## src/rtl/button_conditioner.sv

```systemverilog
// Four-button front end for the clock adjust keys: synchronises the raw
// active-low inputs, debounces them into a stable pressed level, and turns
// each press into a single-cycle adjust pulse with hold-to-repeat.
// Opposing buttons of one pair (inc/dec) held together cancel each other.
//
// Handshake note: there is no valid/ready traffic here. Every pulse output
// is a one-cycle strobe that the consumer samples on the next rising edge.
module button_conditioner #(
  parameter int DEBOUNCE_CYCLES = 1_000_000,
  parameter int REPEAT_DELAY    = 25_000_000,
  parameter int REPEAT_PERIOD   = 10_000_000
) (
  input  logic       clk,
  input  logic       rst,
  input  logic [3:0] btn_n,
  output logic       inc_min,
  output logic       dec_min,
  output logic       inc_hour,
  output logic       dec_hour,
  output logic [3:0] btn_level,
  output logic [7:0] state_dbg
);

  localparam int MAX_A = (DEBOUNCE_CYCLES > REPEAT_DELAY) ? DEBOUNCE_CYCLES : REPEAT_DELAY;
  localparam int MAX_P = (MAX_A > REPEAT_PERIOD) ? MAX_A : REPEAT_PERIOD;
  // One extra value of headroom so the debounce counter can hold DEBOUNCE_CYCLES.
  localparam int CW    = $clog2(MAX_P + 1);

  localparam logic [CW-1:0] DB_LIMIT    = CW'(DEBOUNCE_CYCLES);
  localparam logic [CW-1:0] DELAY_LAST  = CW'(REPEAT_DELAY - 1);
  localparam logic [CW-1:0] PERIOD_LAST = CW'(REPEAT_PERIOD - 1);

  typedef enum logic [1:0] {
    IDLE   = 2'd0,
    HOLD   = 2'd1,
    REPEAT = 2'd2
  } state_t;

  // Inverted at the first flop so that a cleared synchroniser means "released".
  logic [3:0] sync0;
  logic [3:0] sync1;
  logic [3:0] raw_pulse;
  logic       min_ok;
  logic       hour_ok;

  // Two-flop synchroniser for the asynchronous button inputs.
  always_ff @(posedge clk) begin
    if (rst) begin
      sync0 <= 4'b0000;
      sync1 <= 4'b0000;
    end else begin
      sync0 <= ~btn_n;
      sync1 <= sync0;
    end
  end

  for (genvar i = 0; i < 4; i++) begin : g_btn
    logic [CW-1:0] db_cnt;
    logic          level;
    state_t        state;
    state_t        state_next;
    logic [CW-1:0] rpt_cnt;
    logic [CW-1:0] rpt_cnt_next;
    logic          pulse;

    // Debounce: count consecutive disagreeing samples, flip the level once
    // the disagreement has persisted long enough.
    always_ff @(posedge clk) begin
      if (rst) begin
        db_cnt <= '0;
        level  <= 1'b0;
      end else if (sync1[i] == level) begin
        db_cnt <= '0;
      end else if (db_cnt == DB_LIMIT) begin
        level  <= ~level;
        db_cnt <= '0;
      end else begin
        db_cnt <= db_cnt + 1'b1;
      end
    end

    // Press / hold / repeat state register and repeat counter.
    always_ff @(posedge clk) begin
      if (rst) begin
        state   <= IDLE;
        rpt_cnt <= '0;
      end else begin
        state   <= state_next;
        rpt_cnt <= rpt_cnt_next;
      end
    end

    // Next-state and pulse decode; a release always wins over a due pulse.
    always_comb begin
      state_next   = state;
      rpt_cnt_next = rpt_cnt;
      pulse        = 1'b0;
      case (state)
        IDLE: begin
          if (level) begin
            pulse        = 1'b1;
            state_next   = HOLD;
            rpt_cnt_next = '0;
          end
        end
        HOLD: begin
          if (!level) begin
            state_next   = IDLE;
            rpt_cnt_next = '0;
          end else if (rpt_cnt == DELAY_LAST) begin
            pulse        = 1'b1;
            state_next   = REPEAT;
            rpt_cnt_next = '0;
          end else begin
            rpt_cnt_next = rpt_cnt + 1'b1;
          end
        end
        REPEAT: begin
          if (!level) begin
            state_next   = IDLE;
            rpt_cnt_next = '0;
          end else if (rpt_cnt == PERIOD_LAST) begin
            pulse        = 1'b1;
            rpt_cnt_next = '0;
          end else begin
            rpt_cnt_next = rpt_cnt + 1'b1;
          end
        end
        default: begin
          state_next   = IDLE;
          rpt_cnt_next = '0;
        end
      endcase
    end

    assign btn_level[i]        = level;
    assign raw_pulse[i]        = pulse;
    assign state_dbg[2*i +: 2] = state;
  end

  // Opposing keys held together cancel; the FSMs keep running underneath.
  assign min_ok  = ~(btn_level[0] & btn_level[1]);
  assign hour_ok = ~(btn_level[2] & btn_level[3]);

  assign inc_min  = raw_pulse[0] & min_ok  & ~rst;
  assign dec_min  = raw_pulse[1] & min_ok  & ~rst;
  assign inc_hour = raw_pulse[2] & hour_ok & ~rst;
  assign dec_hour = raw_pulse[3] & hour_ok & ~rst;

endmodule

```

## config.mk

```make
export PLATFORM = sky130hd
export DESIGN_NAME = button_conditioner
export DESIGN_NICKNAME = d
export VERILOG_FILES = /design/src/rtl/button_conditioner.sv
export SDC_FILE = /design/constraint.sdc
export NUM_CORES = 1
export LEC_CHECK = 0
export CORE_MARGIN = 1
export CORE_UTILIZATION = 41
export DETAILED_ROUTE_END_ITERATION = 6
export DONT_BUFFER_PORTS = 1
export PLACE_DENSITY_LB_ADDON = 0.15
export SKIP_CTS_REPAIR_TIMING = 1
export SYNTH_ARGS = -nofsm -noshare
export SYNTH_HDL_FRONTEND = slang
export SYNTH_SLANG_ARGS = --single-unit
```

## constraint.sdc

```tcl
create_clock -name clk -period 2.6 [get_ports clk]
set_clock_uncertainty 0.15 [all_clocks]
set_input_delay 0.39 -clock clk [delete_from_list [all_inputs] [get_ports clk]]
set_output_delay 0.39 -clock clk [all_outputs]
set_load 0.005 [all_outputs]
```

==> metrics, run 1 <==
status=complete, but fails checks; failing checks=setup timing; P_leak=0.00471 uW; die height=167 um; Crit path required time=2.06 ns; CP max FO=4; CTS tree=done; Worst slew margin=30.2%; initial core utilization=41.7%; Die Wd=167 um; Worst setup EP type=output port; sequential-to-total area share from yosys stat=39.3%; Yosys cell types=74; HP Class=in -> reg; nets@finish=1,471; share of layout cells above drive strength 1=14.9%; global-route wire length before repair=44,400 um; Mapped Avg Cell Area=8.34 um2; largest net degree at the start of global routing=46; Synth Flop Type=dfxtp_1; vias in the first global route=9,161; Max Clk Rate=337 MHz; CORE AREA=26,900 um2; Place WS=-0.219 ns; power per cell area=522 nW/um2; Reg-to-Reg Start=g_btn[1].rpt_cnt[1]; overall power=7000 uW; first-pass detailed-route iteration total=4; CTS max path bufs=3; Slew Viols, Final=0; Clock transition at path regs=0.06 ns; Placed Area=12,200 um2; Synth area leaders=dfxtp_1 39%, nor2_1 5.9%, xor2_1 5.5%, nand3_1 4.7%, nand2_1 3.9%; CP startpoint kind=flop; synthesized area=11,200 um2; All-Layer GR Usage=18.6%; fillcell total=2,618; RSZ-0062 raised after global routing=true; n_diodes=0; htree depth=1; hold_sp=rst; Hold Path Stages=2; cts bufs inserted=26; crit path time final=2.97 ns; #FFs+latches synth=220; Vias/cell=5.45; number of max-cap violations=0; Min Hold Slack=0.0178 ns; Final HPWL DP=17,800 um; Initial DRC Count=510; EDFF count, synth=0; initial antenna violation count=0; CTS root buf=clkbuf_16; ANT nets after route=0; cell taking the most area after synthesis=dfxtp_1; # IOs=22; final setup fails=4; top-area cell type share of the netlist area=39.3%; ranking of synthesized cells by instance count=220 x dfxtp_1, 177 x nor2_1, 117 x nand2_1, 105 x nand3_1, 70 x xor2_1; Synth warnings=0; Avg WL per Cell=14.8 um; Worst Hold End=g_btn[1].rpt_cnt[1]; drt drc=0; most common cell in the synthesized netlist=dfxtp_1; final setup margin=-0.367 ns; worst-margin pin slew=1.05 ns; Syn Inst Count=1,344; flop2flop setup slack=0.14 ns; routed vias=9,782; CTS Sinks=220; kind of critical path=reg -> out; I/O Buffers=0; Area Overhead vs Synth=19.4%; Clk Latency, worst-skew pair=0.53 ns; DIE AREA=28,000 um2; worst r2r dst=g_btn[1].rpt_cnt[14]; R2R depth=8; gr ovfl total=0; Worst VDD drop=508 uV; GP Congestion=0.840; post-route cell area=13,400 um2; post-route clock period utilization=114%; Worst EP arrival=2.43 ns; final wirelength=26,500 um; num rows=60; Final Hold Viols=0; syn nets=1,378; FFs w/ async S/R, synth=0%
## flip-flops by register name, summed over array words and instances, names as in the netlist
register and count:
g_btn.level 4, g_btn.rpt_cnt 100, sync1 4, sync0 4
g_btn.state 8, g_btn.db_cnt 100
## critical path, cell delays in order (launching register included)
cell     delay [ns]
dfxtp_1        0.34
and4_4         0.25
nand3_1        0.11
or4_4          0.54
mux2i_1        0.15
a21oi_1        0.10
nor4_2         0.26
buf_4          0.15
## how the worst max path moves through the flow
stage                              start                   end  slack, ns
detailed placement  g_btn[3].rpt_cnt[23]  g_btn[3].rpt_cnt[19]      -0.22
CTS                 g_btn[2].rpt_cnt[11]              inc_hour      -0.64
global placement    g_btn[3].rpt_cnt[23]  g_btn[3].rpt_cnt[19]      -0.19
global route        g_btn[2].rpt_cnt[17]              inc_hour      -0.49
floorplan           g_btn[2].rpt_cnt[11]              inc_hour       0.24
finish               g_btn[2].rpt_cnt[3]              inc_hour      -0.37
## stage by stage
stage	util [%]	setup TNS [ns]	instances
after global placement	45.2	-0.255	1729
after CTS	48.3	-2.56	1773
after floorplan	-	0	1344
after global routing	49.8	-1.50	1794
after detailed placement	45.2	-0.332	1729
final	49.8	-0.976	1794
## cell type report
| class | instances | area, um2 | area share [%] |
|---|---|---|---|
| Multi-Input combinational cell | 1025 | 6560 | 48.9 |
| Timing Repair Buffer | 123 | 1010 | 7.54 |
| Clock inverter | 5 | 50.0 | 0.374 |
| Tap cell | 341 | 427 | 3.19 |
| Inverter | 41 | 154 | 1.15 |
| Sequential cell | 220 | 4430 | 33.1 |
| Clock buffer | 39 | 771 | 5.75 |
## cell families after synthesis
logic type	Yosys count	synth area share [%]
and+or+nand+nor	661	30.7
AOI/OAI and AO/OA	213	12.9
xor gates and xnor gates	104	8.12
DFF	220	39.3
muxes	18	1.63
buffers and inverters	100	4.24
adders and majority gates	28	3.12
## per-layer routing
layer | share of wire (%) | wire length (um) | track usage, % | up-vias
met5 | 0 | 0 | 0 | -
met4 | 1.7 | 459 | 4.19 | 0
met3 | 4.0 | 1050 | 3.14 | 38
met2 | 45 | 12000 | 30.9 | 127
met1 | 49 | 13000 | 25.3 | 4609
li1 | - | - | - | 5008
## power breakdown
| part | switching (uW) | internal, uW |
|---|---|---|
| Clock | 1390 | 2120 |
| Sequential | 5.53 | 3380 |
| Combinational | 67.3 | 35.1 |
## placed cells by master (no fill, tap or decap), types with 5 or more instances in the layout
master         count
a21oi_1           62
and3_1            49
nand2b_1          21
xor2_1            70
dfxtp_2           13
a31oi_1           43
clkbuf_16         27
nor4b_1           10
a21o_1             8
a221o_1            6
mux2i_1           16
or3_1             12
clkbuf_1           7
and4_1            19
dlygate4sd3_1      8
inv_1             41
o21ai_0           33
ha_1              25
a41oi_1            7
buf_4            109
nor3_1            18
dfxtp_1          205
nor2b_1            8
nand3_1          104
nor4_1            18
nand4_1           49
a22oi_1            8
and2_1             8
a22o_1            11
buf_12             5
nand2_1          116
clkbuf_8           5
xnor2_1           34
nor2_1           177
Power figures use the tool's default switching activity.
==> inputs of run 2 (changes only) <==
- MAX_ROUTING_LAYER: unset -> met4
==> metrics, run 2 (synthesized netlist as in run 1, its figures left out) <==
status=complete, but fails checks; failing checks=setup timing; All-Layer GR Usage=19.2% (+0.57 points); Largest regs=g_btn.db_cnt (100), g_btn.rpt_cnt (100), g_btn.state (8); htree depth=1 (unchanged); cells along the critical path=and4_4 > nand3_1 > or4_4 > mux2i_1 > a21oi_1 > nor4_2 > buf_4; Slew Viols, Final=0 (unchanged); worst-margin pin slew=1.06 ns (+0.0175 ns); overall power=7000 uW (about the same); power per cell area=522 nW/um2 (about the same); post-route clock period utilization=114% (about the same); HP Class=in -> reg; first-pass detailed-route iteration total=4 (unchanged); Initial DRC Count=494 (-3.1%); Place WS=-0.219 ns (unchanged); CTS max path bufs=3 (unchanged); Worst VDD drop=510 uV (+0.34%); most common cell after layout, fill and taps aside=dfxtp_1; RSZ-0062 raised after global routing=true; routed vias=9,785 (+0.031%); Crit path required time=2.06 ns (about the same); CP startpoint kind=flop; flip-flop and latch area=4430 um2 (unchanged); Multi-input gate area=6560 um2 (unchanged); initial antenna violation count=0 (unchanged); Slowest-stage cell, CP=or4_4; I/O Buffers=0 (unchanged); largest net degree at the start of global routing=46 (unchanged); Avg WL per Cell=14.8 um (+0.35%); share of layout cells above drive strength 1=14.9% (unchanged); Worst slew margin=29.0% (-1.2 points); Worst setup EP type=output port; DIE AREA=28,000 um2 (unchanged); cts bufs inserted=26 (unchanged); Area Overhead vs Synth=19.4% (unchanged); num rows=60 (unchanged); number of max-cap violations=0 (unchanged); commonest non-fill, non-tap cells in the layout=205 x dfxtp_1, 177 x nor2_1, 116 x nand2_1; final setup margin=-0.367 ns (-0.0000850 ns); crit-path leading delay family=simple AND/OR/NAND/NOR gates; Min Hold Slack=0.0170 ns (-0.000750 ns); drt drc=0 (unchanged); final setup fails=4 (unchanged); global-route wire length before repair=44,400 um (unchanged); Vias/cell=5.45 (about the same); Final Hold Viols=0 (unchanged); # IOs=22 (unchanged); final wirelength=26,600 um (+0.35%); Die Wd=167 um (unchanged); P_leak=0.00471 uW (unchanged); Final HPWL DP=17,800 um (unchanged); gr ovfl total=0 (unchanged); CP max FO=4 (unchanged); CORE AREA=26,900 um2 (unchanged); n_diodes=0 (unchanged); CTS Sinks=220 (unchanged); Clk Latency, worst-skew pair=0.53 ns (about the same); Max Clk Rate=337 MHz (about the same); Worst EP arrival=2.43 ns (about the same); crit path time final=2.97 ns (+0.0000850 ns); nets@finish=1,471 (unchanged); ANT nets after route=0 (unchanged); GP Congestion=0.853 (+1.5%); Clock transition at path regs=0.06 ns (about the same); fillcell total=2,618 (unchanged); die height=167 um (unchanged); vias in the first global route=9,150 (-0.12%); Buf+Inv Stages, Crit Path=1 (unchanged); CTS tree=done; CTS root buf=clkbuf_16; kind of critical path=reg -> out; initial core utilization=41.7% (unchanged); CP max stage delay=0.54 ns (about the same)
## run 2: cell counts in the layout (fill, tap and decap cells not counted)
Identical to the previous run, type by type.
## run 2: per-layer routing
metal | vias up | global-route usage [%] | routed length, um
met3 | 38 | 3.14 | 953
met5 | - | - | 0
met1 | 4641 | 25.3 | 13200
met2 | 108 | 30.8 | 12100
met4 | 0 | 4.19 | 452
li1 | 4998 | - | -
## run 2: metrics by stage
stage / cell area (um2) / utilization (%) / std cells / setup TNS [ns]
floorplan: 11200 / - / 1344 / 0
global route: 13400 / 49.8 / 1794 / -1.50
CTS: 13000 / 48.3 / 1773 / -2.56
finish: 13400 / 49.8 / 1794 / -0.968
global placement: 12200 / 45.2 / 1729 / -0.255
detailed placement: 12200 / 45.2 / 1729 / -0.332
## run 2: report_power, final
group          internal (uW)  leakage (uW)  switching (uW)  total, uW
clock network           2120      0.000407            1390       3510
registers               3380       0.00178            5.43       3380
logic                   35.1       0.00252            67.5        103
total                   5530       0.00471            1460       7000
## run 2: worst reg2reg max path, delay by kind of cell (launching register included)
kind,cells,cell delay [ns]
AND/OR/NAND/NOR,3,0.57
adder cells (fa/ha/maj),1,0.16
flip-flops,1,0.35
AO/OA/AOI/OAI,3,0.93
buffers and inverters,1,0.19
## run 2: cell type report
type,instances,area share [%]
repair buffers,123,7.54
multi-input cells,1025,48.9
flip-flops and latches,220,33.1
well taps,341,3.19
clock buffers,39,5.75
clock inverters,5,0.374
inverters,41,1.15
## run 2: worst paths after layout
check        slack (ns)  cells past startpoint                   end           startpoint
min                0.02                      2   g_btn[1].rpt_cnt[1]                  rst
min reg2reg        0.29                      1              sync1[2]             sync0[2]
max reg2reg        0.13                      8  g_btn[1].rpt_cnt[14]  g_btn[1].rpt_cnt[1]
max               -0.37                      7              inc_hour  g_btn[2].rpt_cnt[3]
==> inputs of run 3 (changes only) <==
- ABC_AREA: unset -> 1
- CAP_MARGIN: unset -> 20
==> metrics, run 3 <==
DIE AREA=32,600 um2 (+16%); # IOs=22 (unchanged); synthesized area=13,100 um2 (+16%); area fraction in compound gates after synthesis=9.62% (-3.3 points); nets@finish=2,039 (+39%); htree depth=1 (unchanged); fillcell total=3,205 (+22%); ranking of synthesized cells by instance count=484 x nand2_1, 258 x inv_1, 252 x nor2_1, 220 x dfxtp_1, 173 x a21oi_1; Synth Area in Simple Gates=41.1% (+10 points); drt drc=0 (unchanged); HP Class=in -> reg; Final Hold Viols=0 (unchanged); Slew Viols, Final=0 (unchanged); Die Wd=180 um (+7.8%); CP max FO=4 (unchanged); CORE AREA=31,000 um2 (+15%); final setup fails=0 (-4); Avg WL per Cell=13.2 um (-11%); EDFF count, synth=0 (unchanged); Vias/cell=5.17 (-5.3%); CP startpoint kind=flop; largest family of logic cells by synthesized area=simple AND/OR/NAND/NOR gates; status=complete, no violations; Min Hold Slack=0.0898 ns (+0.0727 ns); CTS tree=done; Area Overhead vs Synth=9.82%; ANT nets after route=0 (unchanged); R2R depth=9 (+1); internal power=5720 uW (+3.4%); proportion of synthesized area in mux cells=0% (-1.6 points); Worst setup EP type=output port; Worst EP arrival=1.94 ns (-0.49 ns); placed cells=2,361 (+37%); Clock transition at path regs=0.06 ns (about the same); worst-margin pin slew=0.523 ns (-0.540 ns); Initial DRC Count=1,027 (+110%); Mapped Avg Cell Area=6.50 um2 (-22%); switching pwr=1620 uW (+11%); Largest regs=g_btn.db_cnt (100), g_btn.rpt_cnt (100), g_btn.state (8); final wirelength=32,000 um (+20%); die height=180 um (+7.8%); power per cell area=512 nW/um2 (-1.9%); crit path time final=2.48 ns (-0.490 ns); part of the power in registers=46.3% (-2.0 points); syn nets=2,044 (+48%); Synth area leaders=dfxtp_1 34%, nand2_1 14%, inv_1 7.4%, nor2_1 7.2%, a21oi_1 6.6%; Synth Flop Type=dfxtp_1; routed vias=12,500 (+28%); post-route clock period utilization=95.2% (-19 points); Reg-to-Reg Start=g_btn[0].state[0]; Layout Utilization=46.3% (-3.6 points); commonest non-fill, non-tap cells in the layout=483 x nand2_1, 257 x inv_1, 251 x nor2_1; Setup TNS=0 ns (+0.968 ns); P_leak=0.00505 uW (+7.2%); I/O Buffers=0 (unchanged); Final HPWL DP=22,600 um (+27%); Worst VDD drop=424 uV (-17%); Clk Latency, worst-skew pair=0.53 ns (about the same); post-route cell area=14,300 um2 (+7.0%); CTS max path bufs=3 (unchanged); CTS Sinks=220 (unchanged); Synth warnings=0 (unchanged); vias in the first global route=11,200 (+23%); cts bufs inserted=27 (+3.8%); n_diodes=0 (unchanged); Synth Area in XOR/XNOR=2.68% (-5.4 points); most common cell in the synthesized netlist=nand2_1; Logic pwr share=2.8% (+1.3 points); share of layout cells above drive strength 1=8.66% (-6.2 points); gr ovfl total=0 (unchanged); CTS root buf=clkbuf_16; number of max-cap violations=0 (unchanged); initial antenna violation count=0 (unchanged); hold_sp=rst; adder-cell share of the synthesized area=2.68% (-0.44 points); most common cell after layout, fill and taps aside=nand2_1; #FFs+latches synth=220 (unchanged); flop2flop setup slack=0.58 ns (+0.45 ns); largest net degree at the start of global routing=105 (+130%); first-pass detailed-route iteration total=5 (+1); num rows=64 (+6.7%); Placed Area=13,300 um2 (+9.5%); global-route wire length before repair=54,200 um (+22%); Max Clk Rate=404 MHz (+20%); initial core utilization=42.1% (+0.40 points); kind of critical path=reg -> out; All-Layer GR Usage=20.0% (+0.80 points); Worst slew margin=65.1% (+36 points); top-area cell type share of the netlist area=33.7% (-5.5 points); worst r2r dst=g_btn[0].rpt_cnt[14]; fin cells=2,416 (+35%); Clock Power Share=50.9% (+0.7 points); RSZ-0062 raised after global routing=false; FFs w/ async S/R, synth=0% (unchanged); sequential-to-total area share from yosys stat=33.7% (-5.5 points); GP Congestion=0.870 (+2.0%); sw frac=22.1% (+1.2 points); cell taking the most area after synthesis=dfxtp_1; Syn Inst Count=2,010 (+50%); Yosys cell types=47 (-36%); Worst Hold End=g_btn[2].db_cnt[22]; Hold Path Stages=5 (+3); Crit path required time=2.06 ns (about the same)
[run 3: stage by stage]
stage,setup WS (ns),power [uW]
5_1_grt,0.00247,7630
6_report,0.124,7350
3_3_place_gp,0.516,3650
2_1_floorplan,0.777,3610
3_5_place_dp,0.488,3650
4_1_cts,-0.0237,7420
[run 3: metal layers]
layer	part of all wire (%)	global-route usage [%]	routed length, um	vias to the layer above
li1	-	-	-	6529
met1	51	28.4	16400	5708
met2	43	30.2	13700	209
met3	4.1	2.38	1330	39
met4	1.6	4.24	499	0
met5	0	-	0	-
[run 3: power groups by stage]
stage               clock network, uW  logic, uW  registers, uW
finish                           3740        204           3400
global route                     3990        230           3400
CTS                              3850        171           3400
detailed placement                  0        170           3480
global placement                    0        168           3480
floorplan                           0        139           3470
[run 3: kinds of logic (layout without fill, tap and decap cells)]
logic type | count (synthesis) | count (layout)
compound gates | 240 | 240
xor+xnor | 40 | 40
flops | 220 | 220
simple gates | 1162 | 1162
fa+ha+maj | 28 | 28
buf+inv | 320 | 330
[run 3: how the worst max path moves through the flow]
stage	startpoint	to	slack (ns)	cells after the start
floorplan	g_btn[3].rpt_cnt[1]	dec_hour	0.78	9
global placement	rst	g_btn[1].db_cnt[8]	0.52	7
detailed placement	rst	g_btn[1].db_cnt[9]	0.49	7
CTS	g_btn[0].rpt_cnt[0]	inc_min	-0.02	9
global route	g_btn[3].rpt_cnt[1]	dec_hour	0.002	9
finish	g_btn[3].rpt_cnt[1]	dec_hour	0.12	9
[run 3: critical path, stage by stage (launching register included)]
cell and delay [ns]:
dfxtp_2 0.35, ha_2 0.20, nand3_1 0.13, nor2_4 0.16
inv_1 0.07, nor2_2 0.11, nand2_2 0.09, nand2_1 0.07
nand3_1 0.07, a21oi_2 0.15
[run 3: cell type report]
cell class	count	area (um2)	area share (%)
clock buffer	34	742	5.17
clock inverter	10	125	0.873
inverter	263	987	6.89
multi-input combinational	1470	7370	51.4
sequential	220	4420	30.8
tap	396	495	3.46
timing repair buffer	23	203	1.41
